**config.mk**
```make
export PLATFORM = sky130hd
export DESIGN_NAME = spi_regfile_resp
export DESIGN_NICKNAME = d
export VERILOG_FILES = /design/src/rtl/spi_regfile_resp.sv
export SDC_FILE = /design/constraint.sdc
export NUM_CORES = 1
export LEC_CHECK = 0
export BUFFER_PORTS_ARGS = -buffer_cell sky130_fd_sc_hd__buf_2
export CORE_AREA = 2 2 200 202
export DETAILED_ROUTE_END_ITERATION = 10
export DIE_AREA = 0 0 202 204
export PLACE_DENSITY = 0.65
export SYNTH_ARGS = -nofsm -noshare
export SYNTH_HDL_FRONTEND = slang
export SYNTH_SLANG_ARGS = --single-unit
export TNS_END_PERCENT = 50
```
**constraint.sdc**
```tcl
create_clock -name clk_i -period 5.5 [get_ports clk_i]
set_input_delay 1.1 -clock clk_i [delete_from_list [all_inputs] [get_ports clk_i]]
set_output_delay 1.1 -clock clk_i [all_outputs]
set_load 0.01 [all_outputs]
```
**src/rtl/spi_regfile_resp.sv**
```systemverilog
// rtl/spi_regfile_resp.sv - serial frame responder writing/reading a DEPTH x DATA_W register file
module spi_regfile_resp #(
    parameter int unsigned DEPTH  = 32,
    parameter int unsigned ADDR_W = 8,
    parameter int unsigned DATA_W = 8
) (
    input  logic              clk_i,
    input  logic              rst_ni,
    input  logic              cs_i,
    input  logic              sdi_i,
    output logic              sdo_o,
    output logic              ready_o,
    output logic              op_done_o,
    output logic              err_o,
    input  logic [ADDR_W-1:0] dbg_addr_i,
    output logic [DATA_W-1:0] dbg_data_o
);

    localparam int unsigned IDX_W = (DEPTH > 1) ? $clog2(DEPTH) : 1;
    localparam int unsigned MAX_W = (ADDR_W > DATA_W) ? ADDR_W : DATA_W;
    localparam int unsigned CNT_W = $clog2(MAX_W + 1);

    localparam logic [2:0] S_IDLE   = 3'd0;
    localparam logic [2:0] S_OPCODE = 3'd1;
    localparam logic [2:0] S_ADDR   = 3'd2;
    localparam logic [2:0] S_WDATA  = 3'd3;
    localparam logic [2:0] S_COMMIT = 3'd4;
    localparam logic [2:0] S_READY  = 3'd5;
    localparam logic [2:0] S_RDATA  = 3'd6;

    logic [2:0]        state_q, state_d;
    logic [CNT_W-1:0]  cnt_q, cnt_d;
    logic              op_q, op_d;
    logic [ADDR_W-1:0] addr_q, addr_d;
    logic [DATA_W-1:0] data_q, data_d;
    logic [DATA_W-1:0] rd_q, rd_d;
    logic [DATA_W-1:0] dbg_q;
    logic [DATA_W-1:0] mem_q [DEPTH];

    logic in_range;
    logic dbg_in_range;
    logic rd_last;

    // Full-width unsigned compare: addresses beyond DEPTH never alias onto low words
    assign in_range     = (32'(addr_q) < DEPTH);
    assign dbg_in_range = (32'(dbg_addr_i) < DEPTH);
    assign rd_last      = (cnt_q == CNT_W'(DATA_W));

    // Next-state and datapath shifting; cs only aborts while the frame is still being received
    always_comb begin
        state_d = state_q;
        cnt_d   = cnt_q;
        op_d    = op_q;
        addr_d  = addr_q;
        data_d  = data_q;
        rd_d    = rd_q;
        case (state_q)
            S_IDLE: begin
                cnt_d = '0;
                if (!cs_i) state_d = S_OPCODE;
            end
            S_OPCODE: begin
                if (cs_i) begin
                    state_d = S_IDLE;
                end else begin
                    op_d    = sdi_i;
                    cnt_d   = '0;
                    state_d = S_ADDR;
                end
            end
            S_ADDR: begin
                if (cs_i) begin
                    state_d = S_IDLE;
                end else begin
                    addr_d = {sdi_i, addr_q[ADDR_W-1:1]};
                    if (cnt_q == CNT_W'(ADDR_W - 1)) begin
                        cnt_d   = '0;
                        state_d = op_q ? S_WDATA : S_READY;
                    end else begin
                        cnt_d = cnt_q + 1'b1;
                    end
                end
            end
            S_WDATA: begin
                if (cs_i) begin
                    state_d = S_IDLE;
                end else begin
                    data_d = {sdi_i, data_q[DATA_W-1:1]};
                    if (cnt_q == CNT_W'(DATA_W - 1)) begin
                        cnt_d   = '0;
                        state_d = S_COMMIT;
                    end else begin
                        cnt_d = cnt_q + 1'b1;
                    end
                end
            end
            S_COMMIT: begin
                state_d = S_IDLE;
            end
            S_READY: begin
                rd_d    = in_range ? mem_q[addr_q[IDX_W-1:0]] : '0;
                cnt_d   = '0;
                state_d = S_RDATA;
            end
            S_RDATA: begin
                if (rd_last) begin
                    cnt_d   = '0;
                    state_d = S_IDLE;
                end else begin
                    rd_d  = rd_q >> 1;
                    cnt_d = cnt_q + 1'b1;
                end
            end
            default: state_d = S_IDLE;
        endcase
    end

    // Frame state and shift registers
    always_ff @(posedge clk_i or negedge rst_ni) begin
        if (!rst_ni) begin
            state_q <= S_IDLE;
            cnt_q   <= '0;
            op_q    <= 1'b0;
            addr_q  <= '0;
            data_q  <= '0;
            rd_q    <= '0;
        end else begin
            state_q <= state_d;
            cnt_q   <= cnt_d;
            op_q    <= op_d;
            addr_q  <= addr_d;
            data_q  <= data_d;
            rd_q    <= rd_d;
        end
    end

    // Register file: single write port, committed only from a completed in-range write frame
    always_ff @(posedge clk_i or negedge rst_ni) begin
        if (!rst_ni) begin
            for (int unsigned i = 0; i < DEPTH; i++) mem_q[i] <= '0;
        end else if (state_q == S_COMMIT && in_range) begin
            mem_q[addr_q[IDX_W-1:0]] <= data_q;
        end
    end

    // Debug read port, registered with no write bypass
    always_ff @(posedge clk_i or negedge rst_ni) begin
        if (!rst_ni) begin
            dbg_q <= '0;
        end else begin
            dbg_q <= dbg_in_range ? mem_q[dbg_addr_i[IDX_W-1:0]] : '0;
        end
    end

    assign dbg_data_o = dbg_q;
    assign ready_o    = (state_q == S_READY);
    assign sdo_o      = (state_q == S_RDATA) && !rd_last && rd_q[0];
    assign op_done_o  = (state_q == S_COMMIT) || ((state_q == S_RDATA) && rd_last);
    assign err_o      = op_done_o && !in_range;

endmodule

```
Word level (Yosys, flattened, before mapping)
Cells that the tools add are included.
Operators by class
  reductions and logical operators: 20
  $add $sub $neg: 1
  shift operators: 0
  eq/ne operators: 15
  multiplexer cells: 27
  bitwise logic cells: 3
  $mul: 0
  divide/modulo/power cells: 0
  order comparisons: 5
Operator list (count)
  bitwise mux 256 bit: 1
  binary-select mux 8 bit (select 5 bit): 2
  two-way mux 8 bit: 8
  demux 8 bit (select 5 bit): 1
  two-way mux 3 bit: 7
  case mux 3 bit (6 select lines): 1
  less-than comparator 8 x 6 -> 1 bit (second input constant): 2
  two-way mux 4 bit: 4
  case mux 4 bit (4 select lines): 1
  case mux 8 bit (2 select lines): 1
  greater-or-equal comparator 6 bit (second input constant): 2
  NOT 5 -> 6 bit: 2
  != test 2 bit (second input constant): 5
  equality test 3 bit (second input constant): 3
  AND reduction 2 bit: 4
  equality test 3 x 2 -> 1 bit (second input constant): 2
  logical AND 1 bit: 6
  less-than comparator 6 x 1 -> 1 bit (second input constant): 1
  != test 3 bit (second input constant): 2
  adder 4 x 1 -> 4 bit (second input constant): 1
  equality test 4 x 3 -> 1 bit (second input constant): 1
  equality test 4 bit (second input constant): 1
  AND reduction 4 bit: 1
  nonzero test 4 bit: 1
  other kinds (9): 11
Word-level totals
  bits in read-only memories: 0
  memories kept: 0
  word-level logic and storage cells: 110
  output and inout port bits: 12
  bits in latches: 0
  bits in registers: 296
  input port bits: 12
  RAM bits: 0

Logic depth before layout (Yosys ltp)
Gate-level depths: netlist of the first run.
  depth in word-level cells: 6
  gate-level depth with buffers: 8
  depth with buffers taken out: 7

Least setup slack after synthesis of the first run
No wires, ideal clock.
  path type: input to register
  start point: input port dbg_addr_i[1]
  end point: register dbg_q[2], in the netlist dbg_data_o[2]
  path buffers: 3
  stages on the path: 7
  setup time: 127 ps
  path slack: 2349 ps
  arrival time: 3023 ps
  required time: 5373 ps
  cell sequence: clkbuf_1 -> clkbuf_1 -> clkbuf_1 -> mux4_2 -> mux2i_1 -> o22ai_1 -> or2_2
Between the ends
  longest elaborated chain between the ends: 5
  elaborated cells on any way between the ends: 6
  those cells by class: order compare: 1; mux: 4; bitwise: 1
RTL lines
  start: declaration: line 15  | input logic [ADDR_W-1:0] dbg_addr_i,
  NOT 5 -> 6 bit (not written as such): line 151  | dbg_q <= dbg_in_range ? mem_q[dbg_addr_i[IDX_W-1:0]] : '0;
  binary-select mux 8 bit (select 5 bit): line 151
  two-way mux 8 bit (not written as such) (2 in series): line 151
  two-way mux 8 bit *: line 151
  end signal: assignment: line 151
  end: declaration: line 37  | logic [DATA_W-1:0] dbg_q;
Every way passes the cells marked *; elsewhere a longest branch is shown, timed or not. The select of a mux whose other input is x is not followed.
A chain may end at the register's enable or synchronous reset.

Worst setup path in the final report of the first run
  start point: register addr_q[1]
  end point: register rd_q[5]
Between the ends
  longest elaborated chain between the ends: 6
  elaborated cells on any way between the ends: 7
  those cells by class: order compare: 1; mux: 5; bitwise: 1
RTL lines
  start: declaration: line 34  | logic [ADDR_W-1:0] addr_q, addr_d;
  start signal: assignment: line 131  | addr_q <= addr_d;
  NOT 5 -> 6 bit (not written as such): line 101  | rd_d = in_range ? mem_q[addr_q[IDX_W-1:0]] : '0;
  binary-select mux 8 bit (select 5 bit): line 101
  two-way mux 8 bit (not written as such) (2 in series): line 101
  two-way mux 8 bit *: line 101
  case mux 8 bit (2 select lines) *: line 57  | case (state_q)
  end signal: assignment: line 133  | rd_q <= rd_d;
  end: declaration: line 36  | logic [DATA_W-1:0] rd_q, rd_d;
Marked as above.

==> flow_summary.yaml, run 1 <==
routing:
  highest_layer: "met4"
  routedWlPerCell_um: 26.63
  vias: 10238
  drc: 0
  ant_nets: 0
  routed_via_density: 6.112
  wl_met1_um: 18990
  drt_wl_total_um: 44600
  drtPass1Iterations: 5
  wl_met3_um: 3615
  wl_met2_um: 20220
  drtIter0Drc: 987
cells_and_area:
  fill_cells: 3512
  seq_area_sq_um: 7411
  finalNetCount: 1144
  final_common_cell: "dfrtp_1"
  final_cell_mix: "dfrtp_1 (295), mux2_2 (270), mux2i_1 (160)"
  multi_input_area_sq_um: 7721
  layout-drive-gt1-share_pct: 38.56
  area_growth_pct: 10.70
sta:
  finalCritPeriodShare_pct: 61.76
  worst_pin_slew_ns: 1.269
  fmax_mhz: 294.4
  setup_viol: 0
  slew_violations: 0
  fin_crit_ns: 3.397
  rsz0062_at_grt: "false"
  finalSetupTns_ns: 0
  clock_skew_ns: 0.01892
  hold_violations: 0
  max_slew_margin_pct: 15.43
grt:
  grt_usage_pct: 21.87
  grt_pass1_wl_um: 67480
  overflow: 0
  antenna_found_initial: 1
  grt_pass1_vias: 10318
  grt_max_degree: 111
synth:
  syn_area_per_cell_sq_um: 13.50
  async_flop_share_pct: 100.0
  ys_types: 46
  synth_ff_type: "dfrtp_1"
  netlist_area_sq_um: 15490
  ys_seq_area_share_pct: 47.83
  syn_inst: 1147
  yosysWarnings: 0
  synth-seq-cells: 296
  yosysTopAreaCell: "dfrtp_1"
  synth_fp_nets: 1161
  synth.area.top_cells: "dfrtp_1 (48%), mux2_2 (20%), mux2i_1 (10%)"
  synth_top_area_share_pct: 47.83
  synth_edf_count: 0
die:
  num_io_pins: 24
  die_x_um: 202
  die-area_sq_um: 41210
  start_util_pct: 39.52
  die_y_um: 204
  row_count: 73
  core-area_sq_um: 39180
cts:
  cts_resized: 0
  clock-root-buffer: "clkbuf_16"
  htreeDepth: 2
  clk_latency_ns: 0.52
  clock_sinks: 296
  clkTransAtPathRegs_ns: 0.06
  hold_buffers: 0
  cts_tree: "done"
  clockBufferDepth: 3
  post_cts_buffers: 0
  numCtsBuffers: 34
power_and_ir_drop:
  sequentialPowerShare_pct: 44.0
  clkPwrFrac_pct: 40.2
  power.leakage_nw: 7.456
  switchingPower_mw: 1.602
  finalPower_mw: 5.481
  vdd.ir_drop.worst_mv: 0.3090
  combPwrFrac_pct: 15.9
  p_per_area_nw_per_um2: 319.7
  p_sw_share_pct: 29.22
  p_int_mw: 3.879
min_path:
  hold_path.class: "register to register"
  min_from: "rd_q[5]"
  hold_depth: 1
  holdPathEnd: "rd_q[5]"
worst_setup_path:
  reg2reg_slack_ns: 2.10
  worstPathArrival_ns: 3.79
  timing.rr.end: "rd_q[5]"
  r2r_cells: 6
  r2r-start: "addr_q[1]"
  cp-end-kind: "register"
  required_ns: 5.90
  worstSetupPathType: "register to register"
  crit_fanout: 99
  critPathLaunchType: "register"
status:
  status: "finished, final reports clean"
place:
  dp_hpwl_um: 29880
  gp_congestion: 0.9247
  port_buffers: 23
flow_run:
  maxCapViolations: 0
worst max-delay path by stage:
stage | from | end
detailed placement | dbg_addr_i[0] | dbg_data_o[6]
finish | addr_q[1] | rd_q[5]
CTS | addr_q[1] | mem_q[28]
global route | addr_q[1] | mem_q[89]
global placement | dbg_addr_i[0] | dbg_data_o[5]
floorplan | dbg_addr_i[1] | dbg_data_o[2]
final cells by class:
class	instances	share of cell area, %
inverters	5	0.1095
flip-flops and latches	296	43.23
multi-input cells	757	45.04
clock inverters	6	0.1752
well taps	525	3.832
diodes	1	0.01460
clock buffers	49	6.131
repair buffers	36	1.474
Yosys cell counts (3+ instances only):
cell         n
a21oi_1      3
nor3_2       4
o21ai_0      6
mux2_2     270
or2_2        8
clkbuf_1    63
nand3b_1     4
nand2b_1     7
or4b_2       4
nand3_1     10
mux4_2      64
nor2_1      23
and2_1       4
nand4bb_1    6
nor2b_1      7
nor4_1      18
buf_2        5
o22ai_1     80
nand4b_1     4
nor3_1       6
inv_1        5
a221o_1      7
mux2_1       3
mux2i_1    160
nand2_1     35
dfrtp_1    296
buf_1       21
cell families after synthesis:
kind of cell	synth area share, %
muxes	39.50
adders and majority gates	0.1616
buffers and inverters	2.319
xor gates and xnor gates	0.05656
AOI/OAI and AO/OA	4.363
and+or+nand+nor	5.776
DFF	47.83
power by group through the flow:
stage          logic [mW]  clock network (mW)  registers, mW
2_1_floorplan       0.720                   0           2.31
3_3_place_gp        0.859                   0           2.44
3_5_place_dp        0.867                   0           2.45
4_1_cts             0.868                2.23           2.41
5_1_grt             0.920                2.32           2.42
6_report            0.870                2.20           2.41
sequential cells by signal, indices dropped and copies added, names as in the netlist:
| name | flops |
|---|---|
| mem_q | 256 |
| addr_q | 8 |
| data_q | 8 |
| dbg_data_o | 8 |
| rd_q | 8 |
| cnt_q | 4 |
| state_q | 3 |
| op_q | 1 |
worst max-delay path, cell delays in order, from the launching register on:
cell	delay, ns
dfrtp_4	0.82
buf_12	0.57
mux2i_1	0.37
o22ai_1	0.11
nor4_1	0.68
nand2_1	0.20
a221o_1	0.35
metrics by stage:
stage / utilization, % / hold WS, ns / instances / area [sq um] / setup WS (ns)
final: 43.75 / 0.5177 / 1675 / 17140 / 2.103
after global routing: 43.75 / 0.5313 / 1674 / 17140 / 2.092
after CTS: 43.75 / 0.5128 / 1674 / 17140 / 2.208
after floorplan: - / 0.4714 / 1147 / 15490 / 2.349
after detailed placement: 40.99 / 0.4956 / 1619 / 16060 / 1.933
after global placement: 40.99 / 0.4856 / 1619 / 16060 / 1.958
layer usage:
metal  up-vias  global-route usage (%)
met1      5338                   29.85
met4         0                   8.692
li1       4339                       -
met2       458                   34.12
met5         -                       0
met3       103                   4.656
Power figures use the tool's default switching activity.
==> run 2, diff against run 1 <==
==> constraint.sdc (replaced) <==
create_clock -name clk_i -period 3.22 [get_ports clk_i]
set_input_delay 0.644 -clock clk_i [delete_from_list [all_inputs] [get_ports clk_i]]
set_output_delay 0.644 -clock clk_i [all_outputs]
set_load 0.01 [all_outputs]
==> run 2 against run 1 <==
Against the previous run: power grew 78%; clock-buffer cell count shrank 4; maximum frequency grew 23%; non-clock buffer count grew 40; first-iteration DRC count grew 6.4%; sequential cell count is the same.
==> flow_summary.yaml, run 2 (synthesized netlist as in run 1, its figures left out) <==
cts:
  htreeDepth: 2
  clockBufferDepth: 3
  clock_sinks: 296
  hold_buffers: 0
  cts_tree: "done"
  cts_resized: 0
  post_cts_buffers: 0
  clk_latency_ns: 0.52
  numCtsBuffers: 34
  clkTransAtPathRegs_ns: 0.06
  clock-root-buffer: "clkbuf_16"
grt:
  gr-usage-met1_pct: 30.70
  use_met2_pct: 35.59
  antenna_found_initial: 0
  grt_pass1_wl_um: 69810
  grt_usage_pct: 22.51
  busiest_layer: "met2"
  overflow: 0
  grt_max_degree: 83
  use_met3_pct: 3.842
  grt_pass1_vias: 10554
worst_setup_path:
  reg2reg_slack_ns: 0.45
  critical_path.cell_chain: "or3_4 > or4b_1 > or2_0 > nor2_2 > mux2_2"
  crit_slowest_cell: "nor2_2"
  r2r-start: "addr_q[5]"
  cp_top_family: "simple AND/OR/NAND/NOR gates"
  path_buf_inv: 0
  worstPathArrival_ns: 3.16
  cp_slowest_stage_delay_ns: 0.53
  cp-end-kind: "register"
  required_ns: 3.62
  worstSetupPathType: "register to register"
  crit_path_start: "addr_q[5]"
  timing.rr.end: "mem_q[73]"
  critPathLaunchType: "register"
  r2r_cells: 5
  crit_fanout: 8
sta:
  fmax_mhz: 361.4
  clock_skew_ns: 0.01854
  max_slew_margin_pct: 15.51
  hold_violations: 0
  slew_violations: 0
  fin_crit_ns: 2.767
  finalCritPeriodShare_pct: 85.93
  setup_viol: 0
  worst_pin_slew_ns: 1.267
  finalSetupTns_ns: 0
  rsz0062_at_grt: "false"
power_and_ir_drop:
  power.leakage_nw: 7.718
  vdd.ir_drop.worst_mv: 0.3094
  p_per_area_nw_per_um2: 553.3
cells_and_area:
  largest_register_ffs: 256
  fill_cells: 3473
  final_common_cell: "dfrtp_1"
  final_cell_mix: "dfrtp_1 (295), mux2_2 (270), mux2i_1 (160)"
  antennaDiodeCount: 0
  fin_util_pct: 44.91
  seq_area_sq_um: 7411
  area_growth_pct: 13.64
  regMostFlops: "mem_q"
  layout-drive-gt1-share_pct: 40.76
  multi_input_area_sq_um: 7721
  finalNetCount: 1184
die:
  core-area_sq_um: 39180
  num_io_pins: 24
  row_count: 73
  die_x_um: 202
  die_y_um: 204
  start_util_pct: 39.52
  die-area_sq_um: 41210
status:
  status: "finished, final reports clean"
place:
  gp_congestion: 1.052
  dp_hpwl_um: 32270
  port_buffers: 23
routing:
  routedWlPerCell_um: 26.94
  routed_via_density: 6.136
  drc: 0
  drtPass1Iterations: 8
  ant_nets: 0
  drt_wl_total_um: 46200
  vias: 10524
  drtIter0Drc: 1050
flow_run:
  maxCapViolations: 0
min_path:
  hold_path.class: "input port to asynchronous set/reset pin"
run 2: metal layers:
layer / wire, um / vias up
li1: - / 4431
met1: 19360 / 5498
met2: 21310 / 468
met3: 3373 / 127
met4: 2149 / 0
met5: 0 / -
run 2: layout make-up:
class / instances / share of cell area [%]
multi-input combinational: 757 / 43.87
sequential: 296 / 42.11
timing repair buffer: 76 / 3.569
inverter: 5 / 0.1066
tap: 525 / 3.732
clock inverter: 11 / 0.8958
clock buffer: 45 / 5.716
run 2: how the worst max path moves through the flow:
stage / cells after the start / slack, ns / end
after floorplan: 7 / 0.53 / dbg_data_o[2]
after global placement: 6 / 0.46 / dbg_data_o[0]
after detailed placement: 6 / 0.46 / dbg_data_o[0]
after CTS: 5 / 0.44 / mem_q[78]
after global routing: 5 / 0.35 / mem_q[142]
final: 5 / 0.45 / mem_q[73]
run 2: per-stage QoR:
stage | hold WS [ns] | power, mW | cell area, sq um | worst slack (ns) | cells
finish | 0.1260 | 9.738 | 17600 | 0.4532 | 1715
floorplan | 0.3484 | 5.171 | 15490 | 0.5252 | 1147
CTS | 0.1398 | 9.794 | 17600 | 0.4439 | 1715
global placement | 0.4879 | 5.719 | 16440 | 0.4604 | 1659
global route | 0.1692 | 10.07 | 17600 | 0.3537 | 1715
detailed placement | 0.4926 | 5.747 | 16440 | 0.4592 | 1659
run 2: power breakdown:
group	total [mW]	internal, mW	switching (mW)
clock	4.05	2.50	1.54
sequential	4.02	3.81	0.207
combinational	1.67	0.637	1.04
total	9.74	6.95	2.79
==> run 3, diff against run 2 <==
--- a/config.mk
+++ b/config.mk
@@ -5,11 +5,12 @@
 export SDC_FILE = /design/constraint.sdc
 export NUM_CORES = 1
 export LEC_CHECK = 0
+export ABC_AREA = 1
 export BUFFER_PORTS_ARGS = -buffer_cell sky130_fd_sc_hd__buf_2
-export CORE_AREA = 2 2 200 202
+export CORE_AREA = 2 2 260 159
 export DETAILED_ROUTE_END_ITERATION = 10
-export DIE_AREA = 0 0 202 204
-export PLACE_DENSITY = 0.65
+export DIE_AREA = 0 0 262 161
+export PLACE_DENSITY = 0.64
 export SYNTH_ARGS = -nofsm -noshare
 export SYNTH_HDL_FRONTEND = slang
 export SYNTH_SLANG_ARGS = --single-unit
==> run 3 against run 2 <==
Against the previous run: maximum frequency decreased by 4.2%; final area decreased by 0.87%; setup slack got worse by 0.12 ns; first-iteration DRC count increased by 110%; register-to-register slack got worse by 0.03 ns; synthesized area increased by 1.6%; sequential cell count unchanged; via count increased by 45%; critical path type is now register to output port.
==> flow_summary.yaml, run 3 <==
status:
  status: "finished, final reports clean"
routing:
  wl_met2_um: 21650
  ant_nets: 0
  vias: 15304
  routedWlPerCell_um: 20.72
  wl_met3_um: 8141
  routed_via_density: 5.587
  drt_wl_total_um: 56740
  drtPass1Iterations: 6
  drtIter0Drc: 2155
  drc: 0
  highest_layer: "met5"
  wl_met1_um: 25660
cts:
  clock_sinks: 296
  clockBufferDepth: 3
  clock-root-buffer: "clkbuf_16"
  clkTransAtPathRegs_ns: 0.06
  hold_buffers: 0
  cts_tree: "done"
  post_cts_buffers: 0
  cts_resized: 0
  clk_latency_ns: 0.59
  htreeDepth: 1
  numCtsBuffers: 30
worst_setup_path:
  crit_slowest_cell: "dfrtp_1"
  cp_slowest_stage_delay_ns: 0.46
  worstPathArrival_ns: 2.24
  required_ns: 2.58
  crit_fanout: 10
  cpMostUsedCell: "nand2_1"
  worstSetupPathType: "register to output port"
  critical_path.cell_chain: "nand2_1 > nor2_2 > nand2_1 > nor2_1 > buf_2"
  critPathLaunchType: "register"
  cp-end-kind: "output port"
sta:
  finalSetupTns_ns: 0
  setup_viol: 0
  fmax_mhz: 346.2
  fin_crit_ns: 2.889
  worst_pin_slew_ns: 1.279
  rsz0062_at_grt: "false"
  max_slew_margin_pct: 13.82
  clock_skew_ns: 0.01771
  finalCritPeriodShare_pct: 89.71
  hold_violations: 0
  worst_hold_slack_ns: 0.04378
  slew_violations: 0
cells_and_area:
  finalNetCount: 2199
  fill_cells: 4070
  fin_util_pct: 43.68
  antennaDiodeCount: 0
  final_cell_mix: "nand2_1 (950), o21ai_0 (382), dfrtp_1 (295)"
  area_growth_pct: 10.84
  regMostFlops: "mem_q"
  final_common_cell: "nand2_1"
  largest_register_ffs: 256
  layout-drive-gt1-share_pct: 6.567
  seq_area_sq_um: 7408
  multi_input_area_sq_um: 7358
  final_cells: 2739
power_and_ir_drop:
  p_per_area_nw_per_um2: 584.0
  finalPower_mw: 10.19
  vdd.ir_drop.worst_mv: 0.3912
  power.leakage_nw: 7.948
place:
  port_buffers: 23
  dp_hpwl_um: 37280
  gp_congestion: 0.9997
  placedCellCount: 2684
die:
  row_count: 57
  die-area_sq_um: 42180
  num_io_pins: 24
  core-area_sq_um: 39940
  die_x_um: 262
  die_y_um: 161
  start_util_pct: 39.41
synth:
  ys_seq_area_share_pct: 47.06
  synth_adder_area_share_pct: 0.1590
  yosysTopAreaCell: "dfrtp_1"
  synthTopCellsByCount: "nand2_1 (950), o21ai_0 (382), dfrtp_1 (296), nand3_1 (110), clkbuf_1 (106)"
  netlist_area_sq_um: 15740
  synth_top_family_by_area: "simple AND/OR/NAND/NOR gates"
  synth.area.top_cells: "dfrtp_1 (47%), nand2_1 (23%), o21ai_0 (12%)"
  synth_top_area_share_pct: 47.06
  synth_compound_area_share_pct: 16.68
  syn_inst: 2226
  synth-seq-cells: 296
  synth_edf_count: 0
  synth_fp_nets: 2240
  syn_area_per_cell_sq_um: 7.070
  synthMuxAreaShare_pct: 0
  yosysMostFrequentCell: "nand2_1"
  synthSimpleGateAreaFrac_pct: 29.84
  ys_types: 30
  yosysWarnings: 0
  synth_ff_type: "dfrtp_1"
  synth-xor-area-share_pct: 0.05565
  async_flop_share_pct: 100.0
grt:
  antenna_found_initial: 1
  grt_usage_pct: 26.94
  grt_max_degree: 91
  overflow: 0
  grt_pass1_vias: 13899
  grt_pass1_wl_um: 86110
flow_run:
  maxCapViolations: 0
min_path:
  hold_path.class: "input port to asynchronous set/reset pin"
==> run 3: changes by cell type in the layout (fill, tap and decap cells not counted), sizes merged, moves of 74 or more <==
| cell | change |
|---|---|
| a21oi | +74 |
| mux2i | -160 |
| nor2 | +77 |
| mux2 | -273 |
| o21ai | +375 |
| nand3 | +101 |
| nand2 | +915 |
==> run 3: cells by family (layout without fill, tap and decap cells) <==
kind of cell | Yosys count | in the layout
AO/OA/AOI/OAI | 504 | 504
XOR/XNOR | 1 | 1
adder cells (fa/ha/maj) | 2 | 2
buffers and inverters | 234 | 216
flip-flops | 296 | 296
AND/OR/NAND/NOR | 1189 | 1189
==> run 3: worst paths after layout <==
kind | start | slack (ns) | cells after the start | end
worst max register to register | state_q[1] | 0.42 | 8 | rd_q[0]
max in group asynchronous | rst_ni | 2.35 | 2 | data_q[1]
worst min-delay path | rst_ni | 0.04 | 1 | mem_q[53]
min in group clk_i | cs_i | 0.38 | 4 | state_q[0]
worst min register to register | data_q[1] | 0.48 | 2 | data_q[1]
worst max-delay path | state_q[1] | 0.33 | 5 | sdo_o
==> run 3: final cells by class <==
class	instances	area share [%]
tap	531	3.808
sequential	296	42.47
multi-input combinational	1696	42.18
timing repair buffer	79	4.002
clock inverter	17	0.9467
clock buffer	38	4.827
inverter	82	1.771
==> run 3: stage by stage <==
| stage | worst slack, ns | area (sq um) |
|---|---|---|
| final | 0.3315 | 17450 |
| after global routing | 0.2407 | 17450 |
| after CTS | 0.3670 | 17450 |
| after detailed placement | 0.5342 | 16440 |
| after global placement | 0.4430 | 16440 |
| after floorplan | 1.289 | 15740 |
==> run 3: where the power goes <==
group / total [mW] / switching (mW) / internal (mW)
Clock: 3.65 / 1.57 / 2.08
Sequential: 4.03 / 0.147 / 3.89
Combinational: 2.50 / 1.98 / 0.519
Total: 10.2 / 3.70 / 6.49
==> run 3: worst max-delay path: cells and delay by family, from the launching register on <==
family,cells,cell delay (ns)
DFF,1,0.46
and+or+nand+nor,4,1.03
buffers and inverters,1,0.17
==> run 3: per-layer routing <==
| metal | up-vias | GRT usage (%) |
|---|---|---|
| li1 | 7129 | - |
| met2 | 898 | 35.24 |
| met5 | - | 1.852 |
| met3 | 98 | 10.92 |
| met1 | 7177 | 40.95 |
| met4 | 2 | 5.367 |
